--- config.mk ---
export PLATFORM = sky130hd
export DESIGN_NAME = usbf_ahb_mst
export DESIGN_NICKNAME = d
export VERILOG_FILES = /design/src/rtl/usbf_ahb_mst.sv
export SDC_FILE = /design/constraint.sdc
export NUM_CORES = 1
export LEC_CHECK = 0
export ABC_AREA = 1
export CAP_MARGIN = 10
export CORE_MARGIN = 2
export CORE_UTILIZATION = 50
export DETAILED_ROUTE_END_ITERATION = 16
export MAX_ROUTING_LAYER = met4
export PLACE_DENSITY = 0.86
export SYNTH_ARGS = -nofsm -noshare
export SYNTH_HDL_FRONTEND = slang
export SYNTH_SLANG_ARGS = --single-unit
--- constraint.sdc ---
create_clock -name hclk_i -period 5.29 [get_ports hclk_i]
set_input_delay 1.058 -clock hclk_i [delete_from_list [all_inputs] [get_ports hclk_i]]
set_output_delay 1.058 -clock hclk_i [all_outputs]
set_load 0.1 [all_outputs]
--- src/rtl/usbf_ahb_mst.sv ---
// AHB-Lite master engine for the USB device controller: moves payload between
// the endpoint buffers and system memory as word-sized INCR bursts.
module usbf_ahb_mst #(
  parameter int LEN_W = 10
) (
  input  logic             hclk_i,
  input  logic             hrstn_i,
  input  logic             cmd_valid_i,
  output logic             cmd_ready_o,
  input  logic             cmd_write_i,
  input  logic [31:0]      cmd_addr_i,
  input  logic [LEN_W-1:0] cmd_len_i,
  input  logic [31:0]      wdata_i,
  input  logic             wdata_valid_i,
  output logic             wdata_ready_o,
  output logic [31:0]      rdata_o,
  output logic             rdata_valid_o,
  output logic             done_o,
  output logic             err_o,
  output logic [31:0]      haddr_o,
  output logic [1:0]       htrans_o,
  output logic             hwrite_o,
  output logic [2:0]       hsize_o,
  output logic [2:0]       hburst_o,
  output logic [31:0]      hwdata_o,
  input  logic             hready_i,
  input  logic [1:0]       hresp_i,
  input  logic [31:0]      hrdata_i
);

  typedef enum logic [1:0] {S_IDLE, S_XFER, S_LAST, S_ERR} state_t;

  localparam logic [1:0] TR_IDLE = 2'b00;
  localparam logic [1:0] TR_BUSY = 2'b01;
  localparam logic [1:0] TR_NSEQ = 2'b10;
  localparam logic [1:0] TR_SEQ  = 2'b11;

  state_t             state_q, state_d;
  logic               dir_q;
  logic [31:0]        addr_q;      // address of the next beat to issue
  logic [LEN_W-1:0]   len_q;
  logic [LEN_W-1:0]   issue_cnt;
  logic [LEN_W-1:0]   done_cnt;
  logic               dph_q;       // a data phase is outstanding on the bus
  logic               done_d, err_d;

  logic cmd_acc, bus_err, addr_acc, data_done, last_issue, last_done;

  assign hsize_o     = 3'b010;
  assign hburst_o    = 3'b001;
  assign haddr_o     = addr_q;
  assign hwrite_o    = dir_q;
  assign cmd_ready_o = (state_q == S_IDLE);

  assign cmd_acc       = cmd_valid_i & cmd_ready_o;
  assign bus_err       = dph_q & (hresp_i == 2'b01) & ~hready_i;
  assign addr_acc      = hready_i & htrans_o[1];
  assign data_done     = dph_q & hready_i & (hresp_i == 2'b00);
  assign wdata_ready_o = addr_acc & dir_q;
  assign last_issue    = (issue_cnt + LEN_W'(1)) == len_q;
  assign last_done     = (done_cnt + LEN_W'(1)) == len_q;

  // NOTE: every output of this block gets a default first, so no path can infer a latch.
  always_comb begin
    state_d  = state_q;
    htrans_o = TR_IDLE;
    done_d   = 1'b0;
    err_d    = 1'b0;
    unique case (state_q)
      S_IDLE: begin
        if (cmd_acc) begin
          if (cmd_len_i == '0) done_d = 1'b1;
          else                 state_d = S_XFER;
        end
      end
      S_XFER: begin
        // The first ERROR cycle cancels whatever address would have been offered.
        if (bus_err) begin
          state_d = S_ERR;
        end else begin
          if (dir_q && !wdata_valid_i)
            htrans_o = (issue_cnt == '0) ? TR_IDLE : TR_BUSY;
          else if (issue_cnt == '0 || addr_q[9:2] == 8'h00)
            htrans_o = TR_NSEQ;
          else
            htrans_o = TR_SEQ;
          if (hready_i && htrans_o[1] && last_issue) state_d = S_LAST;
        end
      end
      S_LAST: begin
        if (bus_err) begin
          state_d = S_ERR;
        end else if (data_done && last_done) begin
          state_d = S_IDLE;
          done_d  = 1'b1;
        end
      end
      S_ERR: begin
        if (hready_i) begin
          state_d = S_IDLE;
          done_d  = 1'b1;
          err_d   = 1'b1;
        end
      end
      default: state_d = S_IDLE;
    endcase
  end

  // NOTE: sequential state uses non-blocking assignments so every register samples pre-edge values.
  always_ff @(posedge hclk_i or negedge hrstn_i) begin
    if (!hrstn_i) begin
      state_q       <= S_IDLE;
      dir_q         <= 1'b0;
      addr_q        <= '0;
      len_q         <= '0;
      issue_cnt     <= '0;
      done_cnt      <= '0;
      dph_q         <= 1'b0;
      hwdata_o      <= '0;
      rdata_o       <= '0;
      rdata_valid_o <= 1'b0;
      done_o        <= 1'b0;
      err_o         <= 1'b0;
    end else begin
      state_q       <= state_d;
      done_o        <= done_d;
      err_o         <= err_d;
      rdata_valid_o <= data_done & ~dir_q;
      if (data_done && !dir_q) rdata_o <= hrdata_i;
      if (hready_i) dph_q <= addr_acc;
      if (wdata_ready_o) hwdata_o <= wdata_i;
      if (cmd_acc && cmd_len_i != '0) begin
        dir_q     <= cmd_write_i;
        addr_q    <= {cmd_addr_i[31:2], 2'b00};
        len_q     <= cmd_len_i;
        issue_cnt <= '0;
        done_cnt  <= '0;
      end else begin
        if (addr_acc) begin
          addr_q    <= addr_q + 32'd4;
          issue_cnt <= issue_cnt + LEN_W'(1);
        end
        if (data_done) done_cnt <= done_cnt + LEN_W'(1);
      end
    end
  end

endmodule

* Yosys cells after proc, flatten, opt, wreduce, memory -nomap -nowiden
Cells that the tools add are included.
Word-level totals: logic and storage cells 82, flip-flop bits (word level) 133
Cells by class: bitwise operators 10, muxes and demuxes 28, reduce and logical (&&, ||, !) cells 18, add/sub/neg operators 3, eq/ne operators 11
Operators with widths (count):
- $mux W32 | 2
- $mux W10 | 4
- $add A32 B3 Y32 const B | 1
- $mux W2 | 12
- $add A10 B1 Y10 const B | 2
- $eq A10 B10 Y1 | 2
- $logic_not A10 Y1 | 2
- $reduce_bool A10 Y1 | 1
- $and A1 B1 Y1 | 8
- $logic_not A8 Y1 | 1
- $mux W1 | 8
- $pmux W2 S4 | 1
- $logic_and A1 B1 Y1 | 6
- $ne A3 B3 Y1 const B | 2
- $reduce_and A5 Y1 | 1
- $eq A2 B1 Y1 const B | 2
- $eq A2 B2 Y1 const B | 2
- $logic_not A2 Y1 | 2
- $ne A2 B2 Y1 const B | 2
- $reduce_bool A2 Y1 | 2
- $pmux W1 S3 | 1
- $logic_not A1 Y1 | 2
- $ne A2 B1 Y1 const B | 1
- $not A1 Y1 | 2
- $logic_or A1 B1 Y1 | 1

* Longest topological paths before layout
depth after elaboration 11, depth in mapped cells 15, mapped depth without buffers 15

* Worst setup path after synthesis
Ideal clock, no wire load.
kind register to output, start register addr_q[2] (netlist: haddr_o[2]), end output htrans_o[0], required time 4.232 ns, cell stages (with the launch flop) 6, data arrival time 3.817 ns, buffers on the path 0, setup slack 0.415 ns, cell sequence dfrtp_1 > inv_1 > ha_1 > nand2_1 > nor4_1 > a311oi_1
On the way: word-level cells in the longest chain between the ends 8
RTL lines:
- start: declaration | RTL line 40 | logic [31:0] addr_q;
- start signal: assignment | RTL line 134 | addr_q <= {cmd_addr_i[31:2], 2'b00};
- start signal: assignment | RTL line 140 | addr_q <= addr_q + 32'd4;
- $logic_not A8 Y1 | RTL line 83 | else if (issue_cnt == '0 || addr_q[9:2] == 8'h00)
- $logic_or A1 B1 Y1 | RTL line 83
- $mux W1 | RTL line 83
- $mux W2 | RTL line 81 | if (dir_q && !wdata_valid_i)
- $mux W2 | RTL line 78 | if (bus_err) begin
- $mux W2 | RTL line 69 | unique case (state_q)
- $mux W2 | RTL line 78
- $mux W2 | RTL line 69
- end: declaration | RTL line 21 | output logic [1:0] htrans_o,
No other way between the ends. The select of a mux whose other input is x is not followed.

* Worst setup path in the final report
start input hready_i, end output wdata_ready_o
On the way: word-level cells in the longest chain between the ends 6
RTL lines:
- start: declaration | RTL line 26 | input logic hready_i,
- $not A1 Y1 | RTL line 56 | assign bus_err = dph_q & (hresp_i == 2'b01) & ~hready_i;
- $and A1 B1 Y1 | RTL line 56
- $mux W2 | RTL line 78
- $mux W2 | RTL line 69
- $and A1 B1 Y1 * | RTL line 57 | assign addr_acc = hready_i & htrans_o[1];
- $and A1 B1 Y1 * | RTL line 59 | assign wdata_ready_o = addr_acc & dir_q;
- end: declaration | RTL line 15 | output logic wdata_ready_o,
Every way passes the cells marked *; elsewhere a longest branch is shown, timed or not.

==> results by group <==
Yosys
  • Syn Area/Cell: 7.53 sq um
  • Register area share after synthesis: 48.1%
  • Number of synthesized register bits: 131
  • Number of synthesized flops with an enable pin: 0
  • Syn. warnings: 0
  • Synth Area in Compound Gates: 8.35%
  • Synth cell types: 41
  • Asr flop ratio synth: 100%
  • Xor/xnor share of the synthesized area: 1.03%
  • Ys flop type: dfrtp_1
  • Largest family of logic cells by synthesized area: simple AND/OR/NAND/NOR gates
  • Cell Area, Synth: 6820 sq um
  • Post-synthesis mux area share: 0%
  • Synth Area in Adders: 0.918%
  • Cells after Synth: 905
  • Simple-gate area share of the yosys netlist: 33.6%

Clocking
  • Setup Fix Bufs, Post-CTS: 0
  • Clock sink count: 131
  • CTS max path bufs: 2
  • Hold buffer count at CTS: 0
  • Clk root buf: clkbuf_16
  • CTS HTree Levels: 4
  • CTS tree: done
  • Clock latency on the worst-skew pair: 0.43 ns
  • CTS Buf Count: 17
  • CTS clk-pin slew, worst paths: 0.06 ns
  • Post_cts resized: 0

Global route
  • Largest net degree at the start of global routing: 95
  • Vias in the first global route: 6356
  • Initial antenna violation count: 0
  • First-pass GRT wire length: 30300 microns
  • Global routing's busiest layer: met2
  • Overflow after GRT: 0
  • Met3 Usage GRT: 7.41%
  • Total track usage: 27.1%
  • M1 GR Usage: 32.1%
  • Met2 Use GR: 45.6%

Worst setup path
  • Crit path arrival time: 2.72 ns
  • CP Capture Type: output pin
  • Nature of the critical path startpoint: primary input
  • Critical path class: in2out
  • Worst EP required: 4.23 ns
  • Critical Path Fanout Max: 22

Timing
  • Max_slew headroom: 31.6%
  • RSZ-0062 raised after global routing: no
  • Layout Skew: 0.00734 ns
  • Setup violators final: 0
  • Tcrit/Tclk final: 71.5%
  • Top achievable clock speed: 265 MHz
  • Final hold vios: 0
  • Final critical-path required period: 3.78 ns
  • Final Max Slew Viols: 0
  • Worst Tran Pin Value: 1.02 ns
  • Final worst setup slack: 1.51 ns
  • TNS Setup: 0 ns

Route
  • Via-per-instance ratio: 5.06
  • Iter 0 DRT Violations: 365
  • Antenna Nets Post-Route: 0
  • Final WL: 18900 microns
  • First-pass iteration count of the detailed router: 4
  • DRC Markers: 0
  • DR WL/cell: 14.5 microns
  • DR vias: 6595

Cells and area
  • Filler Cell Count: 1008
  • Ratio of cells with drive above 1 in the final layout: 7.19%
  • # diodes: 0
  • Area Growth Syn to Fin: 42.0%
  • Final Cell Area: 9680 sq um
  • Area of the multi-input gates: 3030 sq um
  • Finished Layout Cells: 1303
  • Most frequent cells in the layout: nand2_1 (370), clkdlybuf4s50_1 (209), dfrtp_1 (131)
  • Most common cell after layout, fill and taps aside: nand2_1
  • Fin nets: 1234
  • Sequential cell area: 3280 sq um

Placement
  • Buffers on Ports: 213
  • DP Cell Count: 1272
  • GP Congestion: 0.931
  • Placed Area: 9060 sq um
  • HPWL after DPL: 13300 microns
  • Pre-CTS setup slack: 1.51 ns

Run
  • Max-cap violations: 0

Floorplanning
  • Die height: 121 microns
  • Core area: 13300 sq um
  • Row cnt: 42
  • Initial Util: 51.3%
  • Die area: 14600 sq um
  • Die W: 121 microns
  • Num ports: 224

Status
  • Outcome: completed

Worst hold path
  • Hold Path Class: reg2reg
## layer usage
| metal | up-vias | share of wire, % |
|---|---|---|
| met5 | - | 0 |
| met4 | 0 | 1.3 |
| met3 | 24 | 6.8 |
| met2 | 229 | 51 |
| met1 | 3067 | 41 |
| li1 | 3275 | - |
## synthesized netlist by cell type, types with 6 or more instances
cell type,count,area [sq um]
buf_4,11,82.6
dfrtp_1,131,3280
nand3_1,61,305
clkbuf_1,12,45.0
buf_2,10,50.1
nand2_2,9,56.3
nand4_1,8,50.1
nor2_2,9,56.3
a21oi_1,10,50.1
nor3_1,6,30.0
o21ai_0,43,215
o211ai_1,9,67.6
nand2_1,370,1390
inv_1,89,334
o22ai_1,13,81.3
nor2_1,56,210
## through the flow
stage	hold slack, ns	utilization [%]
2_1_floorplan	0.485	-
3_3_place_gp	0.452	68.2
3_5_place_dp	0.457	68.2
4_1_cts	0.471	72.8
5_1_grt	0.486	72.8
6_report	0.466	72.8
## layout make-up
| type | instances | area share [%] |
|---|---|---|
| clock buffers | 20 | 4.82 |
| inverters | 93 | 3.61 |
| repair buffers | 219 | 22.6 |
| flip-flops and latches | 131 | 33.9 |
| multi-input cells | 653 | 31.3 |
| well taps | 176 | 2.27 |
| clock inverters | 11 | 1.56 |
## sequential cells by signal (all words and copies together), names as in the netlist, 2 cells and up
signal and flops:
rdata_o 32, state_q 2, haddr_o 30, len_q 10
hwdata_o 32, done_cnt 10, issue_cnt 10
## worst paths after layout
check | start | to | slack, ns | cells past startpoint
setup / recovery | hready_i | wdata_ready_o | 1.51 | 7
hold / removal | rdata_o[0] | rdata_o[0] | 0.47 | 2
setup reg to reg | state_q[0] | haddr_o[28] | 2.65 | 10
hold reg to reg | rdata_o[0] | rdata_o[0] | 0.47 | 2
max in group asynchronous | hrstn_i | rdata_o[9] | 3.50 | 2
min in group asynchronous | hrstn_i | haddr_o[28] | 0.73 | 1
## worst max-delay path, cell delays in order
cell and delay, ns:
clkdlybuf4s50_1 0.53, inv_1 0.11, a21oi_1 0.28, nand2_2 0.07, buf_4 0.22, nor2_2 0.22, buf_12 0.21
## cells by family (layout without fill, tap and decap cells)
family | after synthesis | in the layout
xor gates and xnor gates | 8 | 8
AOI/OAI and AO/OA | 95 | 95
adders and majority gates | 5 | 5
DFF | 131 | 131
other | 2 | 8
and+or+nand+nor | 537 | 537
buffers and inverters | 127 | 343
Power is left out: the tool's default activity adds up to more than one toggle a clock period on the data nets, which glitch-free logic cannot reach.
==> patch, RTL diff (same flow settings) <==
Change the parameter `LEN_W` from 10 to 20.
--- a/src/rtl/usbf_ahb_mst.sv
+++ b/src/rtl/usbf_ahb_mst.sv
@@ -2,5 +2,5 @@
 // the endpoint buffers and system memory as word-sized INCR bursts.
 module usbf_ahb_mst #(
-  parameter int LEN_W = 10
+  parameter int LEN_W = 20
 ) (
   input  logic             hclk_i,
Ports: changed (resized cmd_len_i); port bits go from 224 to 234. No check against the original RTL was run, so the function may have changed too.
==> patch against the unedited design <==
- routed wire length increased by 42%
- final area increased by 25%
- via count increased by 38%
- worst setup slack got worse by 0.13 ns
- worst hold slack improved by 0.0058 ns
- count of clock-buffer cells in the layout decreased by 2
- area after synthesis increased by 33%
- sequential cell count increased by 30
- utilization decreased by 5.0 points
- register-to-register slack got worse by 0.11 ns
- clock skew increased by 0.0048 ns
- cell count increased by 31%
- largest cell class is now multi-input gates
==> patch: results (changes against the unedited design) <==
Status
  • Status: finished, final reports clean

Global routing
  • Met1 Resource Use GR: 34.4% (+2.3 points)
  • Largest net degree at the start of global routing: 81 (-15%)
  • Met2 usage: 46.4% (+0.77 points)
  • Number of global-route vias before repair: 8,949 (+41%)
  • Total Routing Usage GR: 29.0% (+1.9 points)
  • Met3 usage in global routing: 7.91% (+0.50 points)
  • First-pass GRT wire length: 43,700 um (+44%)
  • Initial antenna violation count: 2 (+2)

Routing
  • Vias: 9,089 (+38%)
  • Initial DRC count: 677 (+85%)
  • M1 wire length: 10,500 um (+36%)
  • Met2 routed WL: 12,900 um (+35%)
  • DR pass1 iterations: 6 (+2)
  • Met3 wire len: 2320 um (+80%)
  • Total Wirelength: 26,800 um (+42%)

Synthesis
  • Compound-Gate Fraction of Synth Area: 6.76% (-1.6 points)
  • Seq/Total Area, Yosys: 44.4% (-3.7 points)
  • Top area cells in the synthesized netlist: dfrtp_1, nand2_1, nand3_1, inv_1, nor2_1
  • Xor-xnor portion of the synthesized cell area: 3.82% (+2.8 points)
  • Synth top cells by count: nand2_1, dfrtp_1, inv_1
  • Post-Synth Adder-Cell Area: 0.690% (-0.23 points)
  • Mux cell area share after synthesis: 0% (unchanged)
  • Avg Inst Size Synth: 7.30 um^2 (-3.1%)
  • Yosys cell types: 43 (+4.9%)

Finish
  • Fillers: 1,465 (+45%)
  • Area growth syn-to-layout: 34.0%
  • Final net count: 1,586 (+29%)
  • Layout cell share with drive strength beyond 1: 6.80% (-0.38 points)
  • Fin cells: 1,701 (+31%)

Power and ir drop
  • P_clk: 1.42 mW
  • Comb pwr share: a little under three fifths
  • VDD IR max: between 0.0005 and 0.0006 V

Placed design
  • Gp weighted congestion: 0.943 (+1.3%)
  • DP Worst Slack: 1.41 ns (-0.104 ns)
  • DP HPWL: 19,500 um (+46%)
  • IO buf count: 223 (+4.7%)
  • Placed Area: 11,500 um^2 (+27%)

Clock tree
  • Reg clk slew, reported paths: around 0.07 ns
  • CTS Buf Count: 17 (unchanged)
  • Clk_lat worst skew: about 0.42 ns

Setup path
  • Critical Path AT: 2.85 ns (+0.13 ns)
  • FF-to-FF setup slack: 2.54 ns (-0.11 ns)
  • Cells on worst reg2reg path: 16 (+6)
  • Crit path max fanout: 34 (+55%)
  • Reg2reg end: state_q[1]
  • FF-to-FF Start: issue_cnt[0]
  • Slowest cell on crit path: nor4_1
  • Crit-path max cell delay: 0.49 ns (-0.04 ns)

Worst hold path
  • Hold depth: 2 (unchanged)
  • Hold_sp: rdata_o[23]
  • Worst Hold End: rdata_o[23]

Timing
  • Final TNS setup: 0 ns (unchanged)
  • WHS: 0.471 ns (+0.00579 ns)
  • Clk_skew: 0.0121 ns (+0.00477 ns)
  • Slew @ Worst Pin: 1.11 ns (+0.0844 ns)
[patch: cell types whose count changed after synthesis, moves of 4 or more]
cell	unedited run	this run
a21oi_1	10	19
clkbuf_1	12	25
dfrtp_1	131	161
inv_1	89	115
nand2_1	370	496
nand3_1	61	95
nand3_2	5	10
nand4_1	8	24
nor2_1	56	88
nor4_1	2	8
o221ai_1	4	0
xnor2_1	4	10
xor2_1	4	27
[patch: area by class of cell]
cell class,count,area share [%]
multi-input combinational,924,36.3
sequential,161,33.2
inverter,121,3.74
clock inverter,14,1.95
tap,229,2.36
clock buffer,18,3.53
timing repair buffer,232,18.9
antenna,2,0.0412
[patch: how the worst max path moves through the flow]
stage,end,slack (ns),from,cells past startpoint
after floorplan,htrans_o[0],0.48,hresp_i[0],5
after global placement,wdata_ready_o,1.42,hready_i,7
after detailed placement,wdata_ready_o,1.41,hready_i,7
after CTS,wdata_ready_o,1.41,hready_i,7
after global routing,wdata_ready_o,1.23,hready_i,7
final,wdata_ready_o,1.38,hready_i,7
